<file path="config.mk">
export PLATFORM = sky130hd
export DESIGN_NAME = ad_acq_ctrl
export DESIGN_NICKNAME = d
export VERILOG_FILES = /design/src/rtl/ad_acq_ctrl.sv
export SDC_FILE = /design/constraint.sdc
export NUM_CORES = 1
export LEC_CHECK = 0
export BUFFER_PORTS_ARGS = -buffer_cell sky130_fd_sc_hd__buf_4
export CORE_ASPECT_RATIO = 0.9
export CORE_MARGIN = 5
export CORE_UTILIZATION = 52
export CTS_CLUSTER_SIZE = 14
export DETAILED_ROUTE_END_ITERATION = 6
export PLACE_DENSITY = 0.78
export SYNTH_ARGS = -nofsm -noshare
export SYNTH_HDL_FRONTEND = slang
export SYNTH_SLANG_ARGS = --single-unit
</file>
<file path="constraint.sdc">
create_clock -name clk_sys -period 3.5 [get_ports clk_sys]
set_input_delay 0.175 -clock clk_sys [delete_from_list [all_inputs] [get_ports clk_sys]]
set_output_delay 0.175 -clock clk_sys [all_outputs]
set_load 0.01 [all_outputs]
</file>
<file path="src/rtl/ad_acq_ctrl.sv">
// Acquisition controller between the ADC deserialiser and a downstream sample consumer.
// Arms on start, waits for a selectable trigger, captures num_samp decimated samples into
// a 2-entry output buffer (valid/ready), then drains and pulses done.
//
// Ports:
//   clk_sys, rst          - clock (rising edge), asynchronous active-high reset
//   start, abort          - one-cycle control pulses (abort has priority)
//   trig_mode/level/ext   - trigger select, signed threshold, external trigger level
//   decim, num_samp       - keep 1 of decim+1 samples; capture length (0 = continuous)
//   ad_data, ad_vld       - sample stream from the deserialiser
//   out_data/vld/rdy      - buffered sample handshake toward the consumer
//   busy, done, ovf       - status: not idle, capture drained, sticky sample drop
//   state, samp_cnt       - FSM state and kept-sample count for readback
module ad_acq_ctrl #(
  parameter int unsigned DW = 16,
  parameter int unsigned CW = 16
) (
  input  logic          clk_sys,
  input  logic          rst,
  input  logic          start,
  input  logic          abort,
  input  logic [1:0]    trig_mode,
  input  logic [DW-1:0] trig_level,
  input  logic          trig_ext,
  input  logic [7:0]    decim,
  input  logic [CW-1:0] num_samp,
  input  logic [DW-1:0] ad_data,
  input  logic          ad_vld,
  output logic [DW-1:0] out_data,
  output logic          out_vld,
  input  logic          out_rdy,
  output logic          busy,
  output logic          done,
  output logic          ovf,
  output logic [1:0]    state,
  output logic [CW-1:0] samp_cnt
);

  typedef enum logic [1:0] {StIdle = 2'd0, StWaitTrig = 2'd1, StCapture = 2'd2, StFlush = 2'd3}
    state_e;

  state_e        state_q, state_d;
  logic [1:0]    mode_q, mode_d;
  logic [DW-1:0] level_q, level_d;
  logic [7:0]    decim_q, decim_d;
  logic [CW-1:0] nsamp_q, nsamp_d;
  logic [DW-1:0] prev_q, prev_d;
  logic          ext_q;
  logic          ext_pend_q, ext_pend_d;
  logic [7:0]    dc_q, dc_d;
  logic [CW-1:0] samp_cnt_q, samp_cnt_d;
  logic          ovf_q, ovf_d;
  logic          done_q, done_d;
  logic [DW-1:0] buf0_q, buf0_d, buf1_q, buf1_d;
  logic [1:0]    cnt_q, cnt_d;

  logic          accept, ext_edge, is_trig, trig_hit, keep_cap, push, pop;
  logic [CW-1:0] cnt_inc;

  assign accept   = start && !abort && (state_q == StIdle);
  assign ext_edge = trig_ext && !ext_q;
  assign pop      = (cnt_q != 2'd0) && out_rdy;
  assign cnt_inc  = samp_cnt_q + CW'(1);

  always_comb begin
    is_trig = 1'b0;
    unique case (mode_q)
      2'd0: is_trig = 1'b1;
      2'd1: is_trig = ($signed(prev_q) < $signed(level_q)) &&
                      ($signed(level_q) <= $signed(ad_data));
      2'd2: is_trig = ($signed(prev_q) > $signed(level_q)) &&
                      ($signed(level_q) >= $signed(ad_data));
      // An edge seen on the same cycle as ad_vld counts too.
      default: is_trig = ext_pend_q || ext_edge;
    endcase
  end

  assign trig_hit = (state_q == StWaitTrig) && ad_vld && is_trig && !abort;
  assign keep_cap = (state_q == StCapture) && ad_vld && (dc_q == decim_q) && !abort;
  assign push     = trig_hit || keep_cap;

  // FSM and counters
  always_comb begin
    state_d    = state_q;
    mode_d     = mode_q;
    level_d    = level_q;
    decim_d    = decim_q;
    nsamp_d    = nsamp_q;
    prev_d     = prev_q;
    ext_pend_d = ext_pend_q;
    dc_d       = dc_q;
    samp_cnt_d = samp_cnt_q;
    ovf_d      = ovf_q;
    done_d     = 1'b0;

    unique case (state_q)
      StIdle: begin
        ext_pend_d = 1'b0;
        if (accept) begin
          state_d    = StWaitTrig;
          mode_d     = trig_mode;
          level_d    = trig_level;
          decim_d    = decim;
          nsamp_d    = num_samp;
          prev_d     = ad_data;
          dc_d       = 8'd0;
          samp_cnt_d = '0;
          ovf_d      = 1'b0;
        end
      end
      StWaitTrig: begin
        if (ad_vld) prev_d = ad_data;
        if (ext_edge) ext_pend_d = 1'b1;
        if (trig_hit) begin
          samp_cnt_d = CW'(1);
          dc_d       = 8'd0;
          state_d    = (nsamp_q == CW'(1)) ? StFlush : StCapture;
        end
      end
      StCapture: begin
        ext_pend_d = 1'b0;
        if (ad_vld) dc_d = (dc_q == decim_q) ? 8'd0 : dc_q + 8'd1;
        if (keep_cap) begin
          samp_cnt_d = cnt_inc;
          if ((nsamp_q != '0) && (cnt_inc == nsamp_q)) state_d = StFlush;
        end
      end
      default: begin
        ext_pend_d = 1'b0;
        if (cnt_q == 2'd0) begin
          state_d = StIdle;
          done_d  = 1'b1;
        end
      end
    endcase

    // Full buffer with no pop: drop the kept sample but still count it.
    if (push && (cnt_q == 2'd2) && !pop) ovf_d = 1'b1;

    if (abort) begin
      state_d = StIdle;
      done_d  = 1'b0;
    end
  end

  // 2-entry buffer; buf0 is the head and drives out_data directly.
  always_comb begin
    buf0_d = buf0_q;
    buf1_d = buf1_q;
    cnt_d  = cnt_q;
    unique case (cnt_q)
      2'd0: begin
        if (push) begin
          buf0_d = ad_data;
          cnt_d  = 2'd1;
        end
      end
      2'd1: begin
        if (push && pop) begin
          buf0_d = ad_data;
        end else if (push) begin
          buf1_d = ad_data;
          cnt_d  = 2'd2;
        end else if (pop) begin
          cnt_d = 2'd0;
        end
      end
      default: begin
        if (pop) begin
          buf0_d = buf1_q;
          if (push) buf1_d = ad_data;
          else      cnt_d  = 2'd1;
        end
      end
    endcase
    if (abort) cnt_d = 2'd0;
  end

  always_ff @(posedge clk_sys or posedge rst) begin
    if (rst) begin
      state_q    <= StIdle;
      mode_q     <= 2'd0;
      level_q    <= '0;
      decim_q    <= 8'd0;
      nsamp_q    <= '0;
      prev_q     <= '0;
      ext_q      <= 1'b0;
      ext_pend_q <= 1'b0;
      dc_q       <= 8'd0;
      samp_cnt_q <= '0;
      ovf_q      <= 1'b0;
      done_q     <= 1'b0;
      buf0_q     <= '0;
      buf1_q     <= '0;
      cnt_q      <= 2'd0;
    end else begin
      state_q    <= state_d;
      mode_q     <= mode_d;
      level_q    <= level_d;
      decim_q    <= decim_d;
      nsamp_q    <= nsamp_d;
      prev_q     <= prev_d;
      ext_q      <= trig_ext;
      ext_pend_q <= ext_pend_d;
      dc_q       <= dc_d;
      samp_cnt_q <= samp_cnt_d;
      ovf_q      <= ovf_d;
      done_q     <= done_d;
      buf0_q     <= buf0_d;
      buf1_q     <= buf1_d;
      cnt_q      <= cnt_d;
    end
  end

  assign out_data = buf0_q;
  assign out_vld  = (cnt_q != 2'd0);
  assign busy     = (state_q != StIdle);
  assign done     = done_q;
  assign ovf      = ovf_q;
  assign state    = state_q;
  assign samp_cnt = samp_cnt_q;

endmodule
</file>
Word-level counts from Yosys, hierarchy flattened. Index checks and enable logic that the tools add are counted.

Output and inout port bits: 38. Memories kept: 0. Memory bits (read-only): 0. Register bits after elaboration: 122. Bits in latches: 0. Input bits: 65. Word-level logic and storage cells: 138. Memory bits (writable): 0.

Bitwise logic cells: 1. Magnitude comparators: 4. Shifts and indexed selects: 0. Reductions and logical operators: 45. Div/mod/pow operators: 0. Muxes and demuxes: 45. Eq/ne operators: 26. Add/subtract/negate cells: 2. $mul: 0.

Operators with widths (count): two-way mux 16 bit (11); case mux 16 bit (2 select lines) (3); case mux 16 bit (3 select lines) (1); two-way mux 8 bit (4); two-way mux 2 bit (13); case mux 8 bit (3 select lines) (1); != test 2 bit (second input constant) (9); adder 16 x 1 -> 16 bit (second input constant) (1); equality test 16 x 1 -> 1 bit (second input constant) (1); equality test 16 bit (1); >= comparator 16 bit (1); greater-than comparator 16 bit (1); <= comparator 16 bit (1); logical AND 1 bit (16); less-than comparator 16 bit (1); nonzero test 16 bit (1); != test 3 bit (second input constant) (5); nonzero test 2 bit (6); AND reduction 5 bit (2); two-way mux 1 bit (9); AND reduction 3 bit (3); adder 8 x 1 -> 8 bit (second input constant) (1); equality test 8 bit (1); AND reduction 4 bit (2); 17 further kinds (28).

Logic depth before layout (Yosys ltp).
Depth after elaboration: 11. Mapped depth: 12.

Worst setup path before layout. Ideal clock, no wire load.

Path kind: reg2reg. Start: reg level_q[15]. End: reg buf1_q[0]. Buffers on the path: 2. Arrival: 3.234 ns. Cell stages (with the launch flop): 12. Required time: 3.375 ns. Library setup time: 0.125 ns. Setup slack: 0.141 ns. Cell sequence: dfrtp_1 ha_1 nand2_1 nor4_2 o211ai_1 nand3_1 mux2_2 o41a_1 or3_1 buf_4 buf_6 mux2_4.

Cells in the longest elaborated chain, start to end: 9. Elaborated cells on any way between the ends: 17. Those cells by class: order compare: 4; eq/ne: 1; mux: 5; reduce/logical: 7.

Ends and longest elaborated chain: start: declaration (line 44) `logic [DW-1:0] level_q, level_d;`; start signal: assignment (line 199) `level_q <= level_d;`; greater-than comparator 16 bit (tied with other cells) (line 71) `2'd2: is_trig = ($signed(prev_q) > $signed(level_q)) &&`; logical AND 1 bit (on tied branches) (line 71, 69); case mux 1 bit (3 select lines) (*) (line 67) `unique case (mode_q)`; logical AND 1 bit (*) (2 in a row) (line 78) `assign trig_hit = (state_q == StWaitTrig) && ad_vld && is_trig && !abort;`; logical OR 1 bit (*) (line 80) `assign push = trig_hit || keep_cap;`; two-way mux 16 bit / logical AND 1 bit (equally long branches); two-way mux 16 bit (tied with other cells); case mux 16 bit (2 select lines) / AND reduction 3 bit (equally long branches); end signal: assignment (line 210) `buf1_q <= buf1_d;`; end: declaration (line 54) `logic [DW-1:0] buf0_q, buf0_d, buf1_q, buf1_d;`.

Mark *: on every way between the ends. The rest lies on a longest branch, timed or not. The select of a mux whose other input is x is not followed. A chain may end at the register's enable or synchronous reset.

Final worst setup path.
Start: reg level_q[11]. End: reg buf1_q[8].

Same word-level chain as after synthesis.

==> results.cfg <==
[cells_and_area]
area_growth_pct = 28.8
layout-drive-gt1-share_pct = 30.5
n_fill_cell = 964
n_antenna_cell = 0
fin_nets = 946
finalInstanceArea_mm2 = 0.00919
fin_cells = 1023

[global_route]
grt-ovfl-total = 0
grt_pass1_wl_um = 30800
grt_max_degree = 71
antenna_found_initial = 0
grt_pass1_vias = 6217
grt.total_usage_pct = 23.8

[power_and_ir_drop]
net-switching-power_uw = 2440
switching_share_pct = 35.7
power_density_mw_per_mm2 = 744
p_int_uw = 4390
p_leak_uw = 0.00426
combPwrFrac_pct = 40.9
power_frac_seq_pct = 35.1
vdd_drop_max_mv = 0.425
pwr-share-clk_pct = 24.0

[routing]
drtAntennaViolNets = 0
viasPerCell = 5.86
drt_iter0_drc = 400
routedWlPerCell_um = 18.0
drc_errors = 0
drt-total-wl_um = 18400
via_count = 5991
first_pass_iters = 5

[logic_synthesis]
ys_top_cells_by_count = 122 x dfrtp_1, 66 x mux2_2, 49 x inv_1, 44 x nand2_1, 43 x a21oi_1
ys_async_sr_fraction_pct = 100
synth_top_cell_by_area = dfrtp_1
synth_top_area_share_pct = 42.8
syn_nets = 794
yosysMostFrequentCell = dfrtp_1
synth_area_mm2 = 0.00713
synth_edf_count = 0
ys_types = 54
netlist_instances = 690
ys.warnings.count = 0
ys_seq_area_share_pct = 42.8
ys_top_cells_by_area = dfrtp_1 43%, mux2_2 10%, ha_1 6.8%
syn_area_per_cell_um2 = 10.3
synthFlopType = dfrtp_1
ys_ff_latch = 122

[die]
die-area_mm2 = 0.0162
rows = 40
die_x_um = 133
die_height_um = 121
start_util_pct = 53.2
core_mm2 = 0.0134
ios = 103

[clock_network]
cts-root-buf = clkbuf_16
clock_sinks = 122
cts_tree = done
path_clk_slew_ns = 0.05
cts_max_level = 4
cts_buffers = 17
insertion_delay_ns = 0.42
clockBufferDepth = 2

[setup_path]
path_class = flop to flop
cp-start-kind = flop
slowest_stage = o41a_1
cp-end-kind = flop
worstPathCellList = ha_1, nand2_1, nor4_4, o211ai_1, nand3_1, mux2_2, o41a_1, or3_4, buf_12, mux2_4
cpPeakStageDelay_ns = 0.46
arrival_ns = 3.64
worstPathRequired_ns = 3.80
critPathMaxFanout = 16

[timing]
finalSetupViolCount = 0
fin_worst_skew_ns = 0.00785
whs_ns = 0.0173
worst_pin_slew_ns = 0.874
post-route-period-util_pct = 95.6
finalCriticalPeriod_ns = 3.34
slew_headroom_pct = 41.8
clock.fmax_mhz = 299
finalHoldViolations = 0
tns_ns = 0
drv_slew = 0
setup_slack_ns = 0.155

[place]
port_buffers = 102
gp_congestion = 0.931
pre_cts_ws_ns = 0.0599
placed_cell_area_mm2 = 0.00815
placed_cells = 946
hpwlAfterDp_um = 12800

[run_status]
outcome = complete, no violations

[min_path]
hold_class = input pin to flop

[run]
maxCapViolCount = 0
[metal layers]
layer	share of wire [%]	GRT usage [%]	routed length, um	up-vias
met1	44	30.9	8030	2928
met2	49	39.1	8950	203
li1	-	-	-	2825
met3	5.4	5.35	991	35
met4	2.2	9.06	404	0
met5	0	0	0	-
[power by group through the flow]
stage	clock network, uW	registers (uW)	logic [uW]
6_report	1640	2400	2790
5_1_grt	1730	2470	3090
4_1_cts	1670	2390	2740
3_5_place_dp	0	2400	2670
3_3_place_gp	0	2370	2570
2_1_floorplan	0	2300	1900
[area by class of cell]
cell class / count / area (um2) / area share [%]
inverters: 49 / 186 / 2.03
multi-input cells: 487 / 3790 / 41.3
flip-flops and latches: 122 / 3050 / 33.2
clock buffers: 25 / 526 / 5.72
clock inverters: 7 / 37.5 / 0.409
well taps: 168 / 210 / 2.29
repair buffers: 165 / 1380 / 15.0
[worst paths after layout]
kind / from / to / slack (ns) / cells after the start
worst max-delay path: level_q[11] / buf1_q[8] / 0.16 / 10
worst min-delay path: trig_mode[1] / mode_q[1] / 0.02 / 2
worst max register to register: level_q[11] / buf1_q[8] / 0.16 / 10
worst min register to register: buf1_q[10] / buf1_q[10] / 0.51 / 1
max in group asynchronous: rst / samp_cnt[9] / 2.25 / 4
min in group asynchronous: rst / out_data[11] / 0.43 / 3
[critical path, delay by kind of cell (launching register included)]
kind	cells	cell delay (ns)
muxes	2	0.70
buffers and inverters	1	0.17
and+or+nand+nor	4	1.03
adders and majority gates	1	0.30
AOI/OAI and AO/OA	2	0.60
DFF	1	0.40
[logic make-up after synthesis]
logic type | after synthesis | share of synthesized area, %
xor gates and xnor gates | 31 | 3.81
AOI/OAI and AO/OA | 143 | 13.9
adders and majority gates | 39 | 6.84
DFF | 122 | 42.8
buffers and inverters | 81 | 4.58
and+or+nand+nor | 172 | 11.9
muxes | 102 | 16.2
[repair_timing]
action,4_1_cts,5_1_grt
endpoints found under the hold margin,93,0
setup buffers,0,3
gates resized for setup,0,6
hold buffers,42,0
endpoints found under the setup margin,0,34
[registers in the layout, summed over array words and instances, names as in the netlist, 2 cells and up]
name / count
buf1_q: 16
cnt_q: 2
dc_q: 8
decim_q: 8
level_q: 16
mode_q: 2
nsamp_q: 16
out_data: 16
prev_q: 16
samp_cnt: 16
state: 2
[metrics by stage]
stage | util [%] | total power (uW)
2_1_floorplan | - | 4200
3_3_place_gp | 60.7 | 4940
3_5_place_dp | 60.7 | 5070
4_1_cts | 68.1 | 6790
5_1_grt | 68.5 | 7290
6_report | 68.5 | 6830
[placed cells by master (no fill, tap or decap), types with 3 or more instances in the layout]
cell type,n
a211oi_1,3
a21o_1,3
a21oi_1,42
a31o_2,3
a31oi_1,4
and3_1,5
and4_1,3
buf_12,3
buf_4,120
clkbuf_16,17
clkbuf_8,7
clkinv_2,6
dfrtp_1,122
dlygate4sd3_1,42
ha_1,39
inv_1,48
mux2_2,66
mux2_4,10
mux2i_1,26
nand2_1,44
nand2b_1,8
nand3_1,24
nand4_1,12
nor2_1,38
nor2b_1,6
nor3_1,10
nor4_1,6
o211ai_1,4
o21ai_0,33
o221a_2,16
o31ai_1,3
o41ai_1,13
or3_1,5
xnor2_1,26
xor2_1,5
(Power assumes the default switching activity.)
